===== config.mk =====
export PLATFORM = sky130hd
export DESIGN_NAME = mem_port_arbiter
export DESIGN_NICKNAME = d
export VERILOG_FILES = /design/src/rtl/mem_port_arbiter.sv
export SDC_FILE = /design/constraint.sdc
export NUM_CORES = 1
export LEC_CHECK = 0
export ABC_AREA = 1
export CORE_UTILIZATION = 38
export DETAILED_ROUTE_END_ITERATION = 10
export PLACE_DENSITY = 0.77
export SLEW_MARGIN = 20
export SYNTH_ARGS = -nofsm -noshare
export SYNTH_HDL_FRONTEND = slang
export SYNTH_SLANG_ARGS = --single-unit

===== constraint.sdc =====
create_clock -name clk -period 1.6 [get_ports clk]
set_input_delay 0.32 -clock clk [delete_from_list [all_inputs] [get_ports clk]]
set_output_delay 0.32 -clock clk [all_outputs]
set_load 0.01 [all_outputs]

===== src/rtl/mem_port_arbiter.sv =====
// mem_port_arbiter
//   Merges the core's instruction read port and data read/write port onto a
//   single word-wide memory port. One request is granted at a time, its
//   fields are latched and held until the memory answers, and the answer is
//   returned as a one-cycle response pulse to the side that was granted.
//
// Ports
//   clk, rst_n                        clock, async active-low reset
//   inst_read_i, inst_addr_i          instruction read request
//   inst_resp_o, inst_rdata_o         instruction completion pulse / data
//   data_read_i, data_write_i         data-side read / write request
//   data_addr_i, data_wdata_i,
//   data_byte_enable_i                data-side address / write word / mask
//   data_resp_o, data_rdata_o         data completion pulse / read data
//   mem_read_o, mem_write_o           unified-port strobes
//   mem_addr_o, mem_wdata_o,
//   mem_byte_enable_o                 latched request fields
//   mem_rdata_i, mem_resp_i           memory read data / completion
//
// state     | meaning
// ----------+-------------------------------------------------------------
// IDLE      | no transaction; arbitrate pending requests
// INST_BUSY | instruction read outstanding on the memory port
// DATA_BUSY | data read or write outstanding on the memory port
// RESP      | pulse the granted side's resp for one cycle
module mem_port_arbiter #(
    parameter int ADDR_W = 16,
    parameter int DATA_W = 16,
    parameter int MASK_W = 2
) (
    input  logic              clk,
    input  logic              rst_n,

    input  logic              inst_read_i,
    input  logic [ADDR_W-1:0] inst_addr_i,
    output logic              inst_resp_o,
    output logic [DATA_W-1:0] inst_rdata_o,

    input  logic              data_read_i,
    input  logic              data_write_i,
    input  logic [ADDR_W-1:0] data_addr_i,
    input  logic [DATA_W-1:0] data_wdata_i,
    input  logic [MASK_W-1:0] data_byte_enable_i,
    output logic              data_resp_o,
    output logic [DATA_W-1:0] data_rdata_o,

    output logic              mem_read_o,
    output logic              mem_write_o,
    output logic [ADDR_W-1:0] mem_addr_o,
    output logic [DATA_W-1:0] mem_wdata_o,
    output logic [MASK_W-1:0] mem_byte_enable_o,
    input  logic [DATA_W-1:0] mem_rdata_i,
    input  logic              mem_resp_i
);

    typedef enum logic [1:0] {
        IDLE      = 2'd0,
        INST_BUSY = 2'd1,
        DATA_BUSY = 2'd2,
        RESP      = 2'd3
    } state_t;

    state_t            state_q, state_d;
    logic              last_data_q, last_data_d;    // 1: data side won last grant
    logic              rd_strobe_q, rd_strobe_d;
    logic              wr_strobe_q, wr_strobe_d;
    logic [ADDR_W-1:0] addr_q, addr_d;
    logic [DATA_W-1:0] wdata_q, wdata_d;
    logic [MASK_W-1:0] mask_q, mask_d;
    logic [DATA_W-1:0] inst_rdata_q, inst_rdata_d;
    logic [DATA_W-1:0] data_rdata_q, data_rdata_d;

    logic inst_pend;
    logic data_pend;

    assign inst_pend = inst_read_i;
    assign data_pend = data_read_i | data_write_i;

    always_comb begin
        state_d      = state_q;
        last_data_d  = last_data_q;
        rd_strobe_d  = rd_strobe_q;
        wr_strobe_d  = wr_strobe_q;
        addr_d       = addr_q;
        wdata_d      = wdata_q;
        mask_d       = mask_q;
        inst_rdata_d = inst_rdata_q;
        data_rdata_d = data_rdata_q;

        case (state_q)
            IDLE: begin
                // On a tie the side that did not win last time gets the port.
                if (data_pend && (!inst_pend || !last_data_q)) begin
                    state_d     = DATA_BUSY;
                    last_data_d = 1'b1;
                    addr_d      = data_addr_i;
                    wdata_d     = data_wdata_i;
                    // A simultaneous read+write is served as a write.
                    rd_strobe_d = ~data_write_i;
                    wr_strobe_d = data_write_i;
                    mask_d      = data_write_i ? data_byte_enable_i : '1;
                end else if (inst_pend) begin
                    state_d     = INST_BUSY;
                    last_data_d = 1'b0;
                    addr_d      = inst_addr_i;
                    wdata_d     = '0;
                    rd_strobe_d = 1'b1;
                    wr_strobe_d = 1'b0;
                    mask_d      = '1;
                end
            end
            INST_BUSY, DATA_BUSY: begin
                if (mem_resp_i) begin
                    if (rd_strobe_q) begin
                        if (state_q == INST_BUSY) begin
                            inst_rdata_d = mem_rdata_i;
                        end else begin
                            data_rdata_d = mem_rdata_i;
                        end
                    end
                    rd_strobe_d = 1'b0;
                    wr_strobe_d = 1'b0;
                    state_d     = RESP;
                end
            end
            RESP: begin
                state_d = IDLE;
            end
            default: begin
                state_d = IDLE;
            end
        endcase
    end

    always_ff @(posedge clk or negedge rst_n) begin
        if (!rst_n) begin
            state_q      <= IDLE;
            last_data_q  <= 1'b0;
            rd_strobe_q  <= 1'b0;
            wr_strobe_q  <= 1'b0;
            addr_q       <= '0;
            wdata_q      <= '0;
            mask_q       <= '0;
            inst_rdata_q <= '0;
            data_rdata_q <= '0;
        end else begin
            state_q      <= state_d;
            last_data_q  <= last_data_d;
            rd_strobe_q  <= rd_strobe_d;
            wr_strobe_q  <= wr_strobe_d;
            addr_q       <= addr_d;
            wdata_q      <= wdata_d;
            mask_q       <= mask_d;
            inst_rdata_q <= inst_rdata_d;
            data_rdata_q <= data_rdata_d;
        end
    end

    assign mem_read_o        = rd_strobe_q;
    assign mem_write_o       = wr_strobe_q;
    assign mem_addr_o        = addr_q;
    assign mem_wdata_o       = wdata_q;
    assign mem_byte_enable_o = mask_q;

    assign inst_rdata_o = inst_rdata_q;
    assign data_rdata_o = data_rdata_q;
    assign inst_resp_o  = (state_q == RESP) && !last_data_q;
    assign data_resp_o  = (state_q == RESP) &&  last_data_q;

endmodule


# Word level (Yosys, flattened, before mapping)
# Index checks and enable logic that the tools add are counted.
[totals]
register_bits = 71
in_bits = 72
output_inout_bits = 70
elab_cells = 51
[classes]
n_eq_ne = 5
mux = 19
bitwise_logic = 3
reduce_logical = 15
[op_table]
columns = ["cell", "n"]
rows = [
  ["$mux W16", 4],
  ["$mux W2", 6],
  ["$reduce_and A4 Y1", 2],
  ["$mux W1", 6],
  ["$pmux W2 S3", 1],
  ["$eq A2 B2 Y1 const B", 2],
  ["$pmux W1 S2", 2],
  ["$reduce_and A2 Y1", 2],
  ["$reduce_bool A2 Y1", 2],
  ["$logic_and A1 B1 Y1", 3],
  ["$ne A3 B3 Y1 const B", 1],
  ["$reduce_and A3 Y1", 1],
  ["$eq A2 B1 Y1 const B", 1],
  ["$logic_not A1 Y1", 2],
  ["$logic_not A2 Y1", 1],
  ["$ne A2 B2 Y1 const B", 1],
  ["$not A1 Y1", 2],
  ["$reduce_or A2 Y1", 1],
  ["$logic_or A1 B1 Y1", 1],
  ["$or A1 B1 Y1", 1],
]

# Longest topological paths before layout
# Gate-level depths: netlist of run 1.
[depth]
ltp_word = 5
depth_mapped = 8
ltp_nobuf = 7

# Least setup slack after synthesis of run 1
# No wires, ideal clock.
[synth_path]
path_type = "reg-to-reg"
startpoint = "register state_q[0]"
endpoint = "register data_rdata_q[1] (netlist: data_rdata_o[1])"
setup_time_ns = 0.083
t_arrival_ns = 1.409
required_time_ns = 1.517
setup_slack_ns = 0.108
stages_incl_launch_ff = 9
path_buffers = 1
period_less_slack_ns = 1.492
path_cell_list = "dfrtp_1 inv_1 ha_1 inv_1 nor2_1 nand2_1 clkbuf_1 nand2_1 o21ai_0"
[synth_between]
elab_chain_len = 3
word_cells_on_any_way = 5
cone_classes = "2 x eq/ne; 1 x bitwise; 2 x reduce/logical"
[synth_lines]
columns = ["element", "line", "rtl"]
rows = [
  ["start: declaration", "63", "state_t state_q, state_d;"],
  ["start signal: assignment", "147", "state_q <= state_d;"],
  ["$eq A2 B1 Y1 or $eq A2 B2 Y1 (tied branches)", "90, 115", ""],
  ["$reduce_or A2 Y1 or $not A1 Y1 (tied branches)", "--", ""],
  ["$reduce_and A4 Y1 (no line) *", "--", ""],
  ["end signal: assignment", "155", "data_rdata_q <= data_rdata_d;"],
  ["end: declaration", "71", "logic [DATA_W-1:0] data_rdata_q, data_rdata_d;"],
]
# Every way passes the cells marked *; elsewhere a longest branch is shown, timed or not.
# A chain may end at the register's enable or synchronous reset.

# Worst setup path in the final report of run 1
[layout_path]
startpoint = "register state_q[0]"
endpoint = "register data_rdata_q[15] (netlist: data_rdata_o[15])"
# The elaborated chain is that of the path after synthesis.

==> results of run 1 <==
power groups by stage:
stage	logic, uW	registers (uW)	clock network [uW]
after floorplan	1750	3410	0
after global placement	4270	3070	0
after detailed placement	4410	3090	0
after CTS	4450	3070	1650
after global routing	5030	3160	1740
final	4550	3060	1600
area by class of cell:
cell class              count  area [um2]  area share, %
multi-input cells         257        1180           22.3
clock buffers              10         138           2.61
clock inverters             6        92.6           1.76
repair buffers            165        1840           35.0
well taps                 102         128           2.42
flip-flops and latches     71        1780           33.7
inverters                  31         116           2.21
worst reg2reg max path, cell delays in order (launching register included):
cell       delay [ns]
dfrtp_1          0.39
buf_6            0.12
buf_4            0.13
ha_1             0.19
nor2_1           0.15
nand2_2          0.15
clkbuf_16        0.20
nand2_1          0.05
o21ai_0          0.08
logic make-up (layout without fill, tap and decap cells):
logic type | after synthesis | in the layout
AO/OA/AOI/OAI | 40 | 40
buffers and inverters | 46 | 212
AND/OR/NAND/NOR | 212 | 212
flip-flops | 71 | 71
adder cells (fa/ha/maj) | 5 | 5
path summary, 6_finish.rpt:
| check | cells after the start | slack (ns) | startpoint | to |
|---|---|---|---|---|
| setup reg to reg | 8 | 0.007 | state_q[0]$_DFFE_PN0P_ | data_rdata_o[15]$_DFFE_PN0P_ |
| max in group asynchronous | 3 | 0.63 | rst_n | data_rdata_o[4]$_DFFE_PN0P_ |
| hold / removal | 2 | 0.47 | mem_wdata_o[12]$_DFFE_PN0P_ | mem_wdata_o[12]$_DFFE_PN0P_ |
| hold reg to reg | 2 | 0.47 | mem_wdata_o[12]$_DFFE_PN0P_ | mem_wdata_o[12]$_DFFE_PN0P_ |
| setup / recovery | 8 | 0.007 | state_q[0]$_DFFE_PN0P_ | data_rdata_o[15]$_DFFE_PN0P_ |
| min in group asynchronous | 2 | 0.49 | rst_n | data_rdata_o[10]$_DFFE_PN0P_ |
metrics by stage:
stage | power, uW | hold WS [ns] | instance area [um2] | utilization [%]
after floorplan | 5160 | 0.0244 | 3160 | -
after global placement | 7340 | 0.310 | 4790 | 60.8
after detailed placement | 7510 | 0.315 | 4790 | 60.8
after CTS | 9170 | 0.477 | 5040 | 63.9
after global routing | 9930 | 0.498 | 5270 | 66.8
final | 9210 | 0.471 | 5270 | 66.8
repair_timing:
item | CTS | global route
gates cloned | 0 | 3
resized for setup | 8 | 72
hold buffers | 1 | 0
setup endpoints to repair | 4 | 101
endpoints found under the hold margin | 33 | 0
setup buffers | 1 | 2
pin swaps | 0 | 1
sequential cells by signal, summed over array words and instances, names as in the netlist:
name               count
data_rdata_o          16
inst_rdata_o          16
mem_addr_o            16
mem_wdata_o           16
mem_byte_enable_o      2
state_q                2
last_data_q            1
mem_read_o             1
mem_write_o            1
routing by layer:
layer	part of all wire (%)	GRT usage [%]	wire length, um
met5	0	0	0
met4	1.5	6.79	131
met3	6.6	5.53	580
met2	51	34.7	4470
met1	41	23.8	3570
synth_stat cells:
master	count	area, um2
a21oi_4	1	16.3
buf_6	7	78.8
buf_4	2	15.0
nand3b_1	3	22.5
dfrtp_1	71	1780
nor2_1	5	18.8
clkbuf_1	6	22.5
inv_1	29	109
o21ai_0	35	175
or2_2	1	6.26
o21ai_4	2	32.5
nand2_2	1	6.26
nand3_1	20	100
ha_1	5	62.6
a21oi_1	2	10.0
nand2_1	180	676
nor2_4	1	11.3
inv_2	2	7.51
nand2_4	1	11.3
==> summary.txt, run 1 <==
Post-synthesis cell area: 3160 um2
Worst path top cell family by delay: buffers and inverters
Finished Layout Cells: 642
Clock share of power: 17.4%
First-pass GRT wire length: 13500 um
Chip width: 93.2 um
Multiplexer area fraction after synthesis: 0%
CTS Buf Count: 9
Largest stage delay on the critical path: 0.39 ns
Vias/cell: 4.67
Port bufs: 141
Detailed-route via count: 2995
Max-cap violations: 0
P_leak: 0.00318 uW
Most frequent cells in the layout: 178 x nand2_1, 89 x clkdlybuf4s50_1, 71 x dfrtp_1
Clk pin slew, worst setup/hold paths: 0.08 ns
Starting Density: 40.0%
N_diodes: 0
Critical-path cell list: buf_6, buf_4, ha_1, nor2_1, nand2_2, clkbuf_16, nand2_1, o21ai_0
Slowest-stage cell, CP: dfrtp_1
Syn Area/Cell: 8.44 um2
Core Area: 7890 um2
Fill cells: 632
Slew headroom: 68.4%
Initial antenna violation count: 0
Flop pwr share: 33.2%
Setup CP Type: flop to flop
Total GRT Usage: 20.0%
Compound-gate portion of the synthesized area: 7.41%
Crit path time final: 1.59 ns
Fin Setup TNS: 0 ns
Power Dens Cells: 1750 nW/um2
Yosys warnings: 0
Xor/xnor share of the synthesized area: 0%
Vias in the first global route: 3010
Root Driver: clkbuf_8
Rows: 32
GRT Residual Overflow: 0
Sink Count: 71
Largest net degree at the start of global routing: 36
Crit path buf inv count: 3
Max clock buf depth: 2
Seq/Total Area, Yosys: 56.3%
Final setup vio count: 0
Status: finished clean
Worst EP required: 1.82 ns
Routed WL: 8750 um
Min-delay worst type: flop to flop
Net Count, Synth: 451
Die Span Y: 93.2 um
Skew-Pair Late Insertion Delay: 0.34 ns
Final Slew Violations: 0
H-tree Lvls: 3
DRT Pass-1 Iters: 4
RSZ-0062 raised after global routing: yes
Largest family of logic cells by synthesized area: simple AND/OR/NAND/NOR gates
Worst vdd ir: 0.818 mV
Post-Synth Simple-Gate Area: 27.0%
IO Pins: 142
Final Hold Violating Endpoints: 0
Area Growth Syn to Fin: 66.9%
CTS tree: built
Die ar.: 8680 um2
Adder-Cell Fraction of Synth Area: 1.98%
Final HPWL DP: 6180 um
Layout Skew: 0.0109 ns
Share of layout cells above drive strength 1: 11.1%
Element type at the critical path end: flop
Post-route ant nets: 0
Switching Fraction: 36.3%
Worst-Margin Slew: 0.475 ns
Inst Count DP: 619
CP max FO: 8
Fmax: 628 MHz
Gate Count Post-Synth: 374
Comb pwr share: 49.4%
Commonest non-fill, non-tap cell in the layout: nand2_1
RePlAce Congestion: 0.812
Setup slack at placement: -0.194 ns
Initial DRC Count: 77
Final worst slack: 0.00749 ns
WL per Instance: 13.6 um
Residual DRC count: 0
Yosys cell types: 19
Switching Power: 3340 uW
Pint: 5870 uW
Startpoint types: flop
Fin nets: 612
Flops & latches, synth: 71
Final Cycle Share: 99.5%
Worst Path Arrival: 1.81 ns
No activity file was read; power rests on OpenSTA's default activity.
==> run 2: changes to the inputs <==
- HOLD_SLACK_MARGIN: unset -> 0.1
==> results of run 2 <==
The final DEF is identical to that of run 1; final timing and power are the same.
==> run 3: changes to the inputs <==
- CORE_UTILIZATION: 38 -> 40
- DONT_BUFFER_PORTS: unset -> 1
- PLACE_DENSITY: 0.77 -> unset
- clock period: 1.6 -> 1.4 ns (I/O delays scaled with it)
==> run 3 against run 2 <==
  * The run now ends with negative hold slack, negative setup slack left
  * Global-route usage fell by 2.2 points
  * Utilization fell by 12 points
  * Worst setup slack got worse by 0.072 ns
  * Clock skew rose by 0.0010 ns
  * First-iteration DRC count rose by 9.1%
  * Register-to-register slack got worse by 0.07 ns
  * Critical path type unchanged
  * Highest routed layer unchanged
==> summary.txt, run 3 (synthesized netlist as in run 1, its figures left out) <==
WL per Instance: 14.5 um (was 13.6 um)
Final setup vio count: 17 (was 0)
Core Area: 7690 um2 (was 7890 um2)
Minimum hold slack: -0.372 ns (was 0.471 ns)
GRT Residual Overflow: 0 (unchanged)
Critical path origin: state_q[1]$_DFFE_PN0P_ (was state_q[0]$_DFFE_PN0P_)
Chip width: 90.9 um (was 93.2 um)
First-pass GRT wire length: 11600 um (was 13500 um)
Initial DRC Count: 84 (was 77)
Total GRT Usage: 17.8% (was 20.0%)
Power Dens Cells: 2190 nW/um2 (was 1750 nW/um2)
Worst-Margin Slew: 0.873 ns (was 0.475 ns)
Slowest-stage cell, CP: dfrtp_1 (unchanged)
IO Pins: 142 (unchanged)
Startpoint types: flop (unchanged)
Failing checks: negative hold slack, negative setup slack
Residual DRC count: 0 (unchanged)
Fin Setup TNS: -0.553 ns (was 0 ns)
Final Cycle Share: 105% (was 99.5%)
Final HPWL DP: 4630 um (was 6180 um)
Port bufs: 0 (was 141)
Min-delay worst type: input pin to async pin (was flop to flop)
RSZ-0062 raised after global routing: yes (unchanged)
Die ar.: 8250 um2 (was 8680 um2)
Slack of the worst reg-to-reg path: -0.06 ns (was 0.007 ns)
Initial antenna violation count: 0 (unchanged)
Worst vdd ir: 0.947 mV (was 0.818 mV)
Largest net degree at the start of global routing: 72 (was 36)
Hold-fix buffers at CTS: 34 (was 1)
Max-cap violations: 0 (unchanged)
Finished Layout Cells: 535 (was 642)
Setup CP Type: flop to flop (unchanged)
Inst Count DP: 470 (was 619)
N_diodes: 0 (unchanged)
Status: complete, but fails checks (was finished clean)
Starting Density: 41.1% (was 40.0%)
Critical-path cell list: inv_2, ha_4, inv_4, nor2_4, nand2_4, clkbuf_16, nand2_2, o21ai_1 (was buf_6, buf_4, ha_1, nor2_1, nand2_2, clkbuf_16, nand2_1, o21ai_0)
Area Growth Syn to Fin: 33.6% (was 66.9%)
Most frequent cells in the layout: 160 x nand2_1, 71 x dfrtp_1, 34 x dlygate4sd3_1 (was 178 x nand2_1, 89 x clkdlybuf4s50_1, 71 x dfrtp_1)
Layout Skew: 0.0120 ns (was 0.0109 ns)
Commonest non-fill, non-tap cell in the layout: nand2_1 (unchanged)
Share of layout cells above drive strength 1: 20.3% (was 11.1%)
DRT Pass-1 Iters: 4 (unchanged)
CP max FO: 8 (unchanged)
P_leak: 0.00220 uW (was 0.00318 uW)
Vias in the first global route: 2507 (was 3010)
Crit path time final: 1.46 ns (was 1.59 ns)
Routed WL: 7740 um (was 8750 um)
Slew headroom: 41.6% (was 68.4%)
Element type at the critical path end: flop (unchanged)
CTS Buf Count: 9 (unchanged)
Setup slack at placement: -0.0266 ns (was -0.194 ns)
Register area: 1780 um2 (unchanged)
Detailed-route via count: 2526 (was 2995)
Post-route ant nets: 0 (unchanged)
Max clock buf depth: 2 (unchanged)
Worst R2R Path Depth: 8 (unchanged)
Final worst slack: -0.0648 ns (was 0.00749 ns)
Fill cells: 695 (was 632)
Worst Path Arrival: 1.70 ns (was 1.81 ns)
Fmax: 683 MHz (was 628 MHz)
Multi-input logic area: 1320 um2 (was 1180 um2)
Fin nets: 505 (was 612)
Final Hold Violating Endpoints: 71 (was 0)
Vias/cell: 4.72 (was 4.67)
Final Slew Violations: 0 (unchanged)
H-tree Lvls: 3 (unchanged)
Critical R2R Capture: data_rdata_o[8]$_DFFE_PN0P_ (was data_rdata_o[15]$_DFFE_PN0P_)
Rows: 32 (unchanged)
RePlAce Congestion: 0.714 (was 0.812)
Clk pin slew, worst setup/hold paths: 0.08 ns (about the same)
Worst EP required: 1.63 ns (was 1.82 ns)
Reg-to-reg critical path startpoint: state_q[1]$_DFFE_PN0P_ (was state_q[0]$_DFFE_PN0P_)
Largest stage delay on the critical path: 0.40 ns (was 0.39 ns)
CTS tree: built (unchanged)
Root Driver: clkbuf_8 (unchanged)
Skew-Pair Late Insertion Delay: 0.34 ns (about the same)
Die Span Y: 90.9 um (was 93.2 um)
Sink Count: 71 (unchanged)
## run 3: cell count changes in the layout (fill, tap and decap cells not counted), moves of 3 or more
| cell | previous run | this run |
|---|---|---|
| clkdlybuf4s50_1 | 89 | 0 |
| dlymetal6s2s_1 | 48 | 0 |
| dlygate4sd3_1 | 1 | 34 |
| nand2_1 | 178 | 160 |
| nand2_2 | 3 | 14 |
| o21ai_0 | 22 | 14 |
| nand2_4 | 1 | 8 |
| o21ai_2 | 2 | 7 |
| buf_12 | 8 | 5 |
| buf_6 | 2 | 5 |
| nor2_1 | 5 | 2 |
| o21ai_1 | 11 | 14 |
## run 3: report_power, final
part / leakage, uW / switching, uW / internal (uW)
Combinational: 0.00121 / 1840 / 1590
Clock: 0.0000989 / 791 / 877
Sequential: 0.000893 / 1160 / 2980
## run 3: metal layers
metal  wire length [um]  vias to the layer above  GRT usage [%]
li1                   -                     1262              -
met1               3260                     1176           21.0
met2               3860                       77           29.5
met3                485                       11           6.23
met4                123                        0           7.01
met5                  0                        -              0
## run 3: worst max-delay path by stage
stage	endpoint	slack, ns	cells past startpoint
after floorplan	data_rdata_o[10]$_DFFE_PN0P_	0.008	8
after global routing	data_rdata_o[10]$_DFFE_PN0P_	-0.11	8
after detailed placement	data_rdata_o[2]$_DFFE_PN0P_	-0.03	8
after CTS	data_resp_o	-0.02	4
after global placement	last_data_q$_DFFE_PN0P_	0.02	4
final	data_rdata_o[8]$_DFFE_PN0P_	-0.06	8
## run 3: final cells by class
class | count | area share, %
sequential | 71 | 42.1
clock inverter | 6 | 1.60
clock buffer | 10 | 3.26
tap | 102 | 3.02
multi-input combinational | 257 | 31.3
inverter | 31 | 2.82
timing repair buffer | 58 | 15.9
## run 3: worst max-delay path: cells and delay by family (launching register included)
| family | cells | cell delay, ns |
|---|---|---|
| flip-flops | 1 | 0.40 |
| buffers and inverters | 3 | 0.33 |
| adder cells (fa/ha/maj) | 1 | 0.31 |
| AND/OR/NAND/NOR | 3 | 0.27 |
| AO/OA/AOI/OAI | 1 | 0.06 |
## run 3: repair_timing
item                                    4_1_cts  5_1_grt
resized for setup                            10       64
endpoints found under the hold margin       119       71
endpoints found under the setup margin       11       48
pin swaps                                     0        5
cloned                                        0        6
setup buffers                                 1        8
## run 3: through the flow
stage               area (um2)  power (uW)  util [%]
floorplan                 3170        5960         -
global route              4220        9940      54.9
global placement          3300        6540      42.9
finish                    4220        9240      54.9
detailed placement        3300        6630      42.9
CTS                       3880        8510      50.5
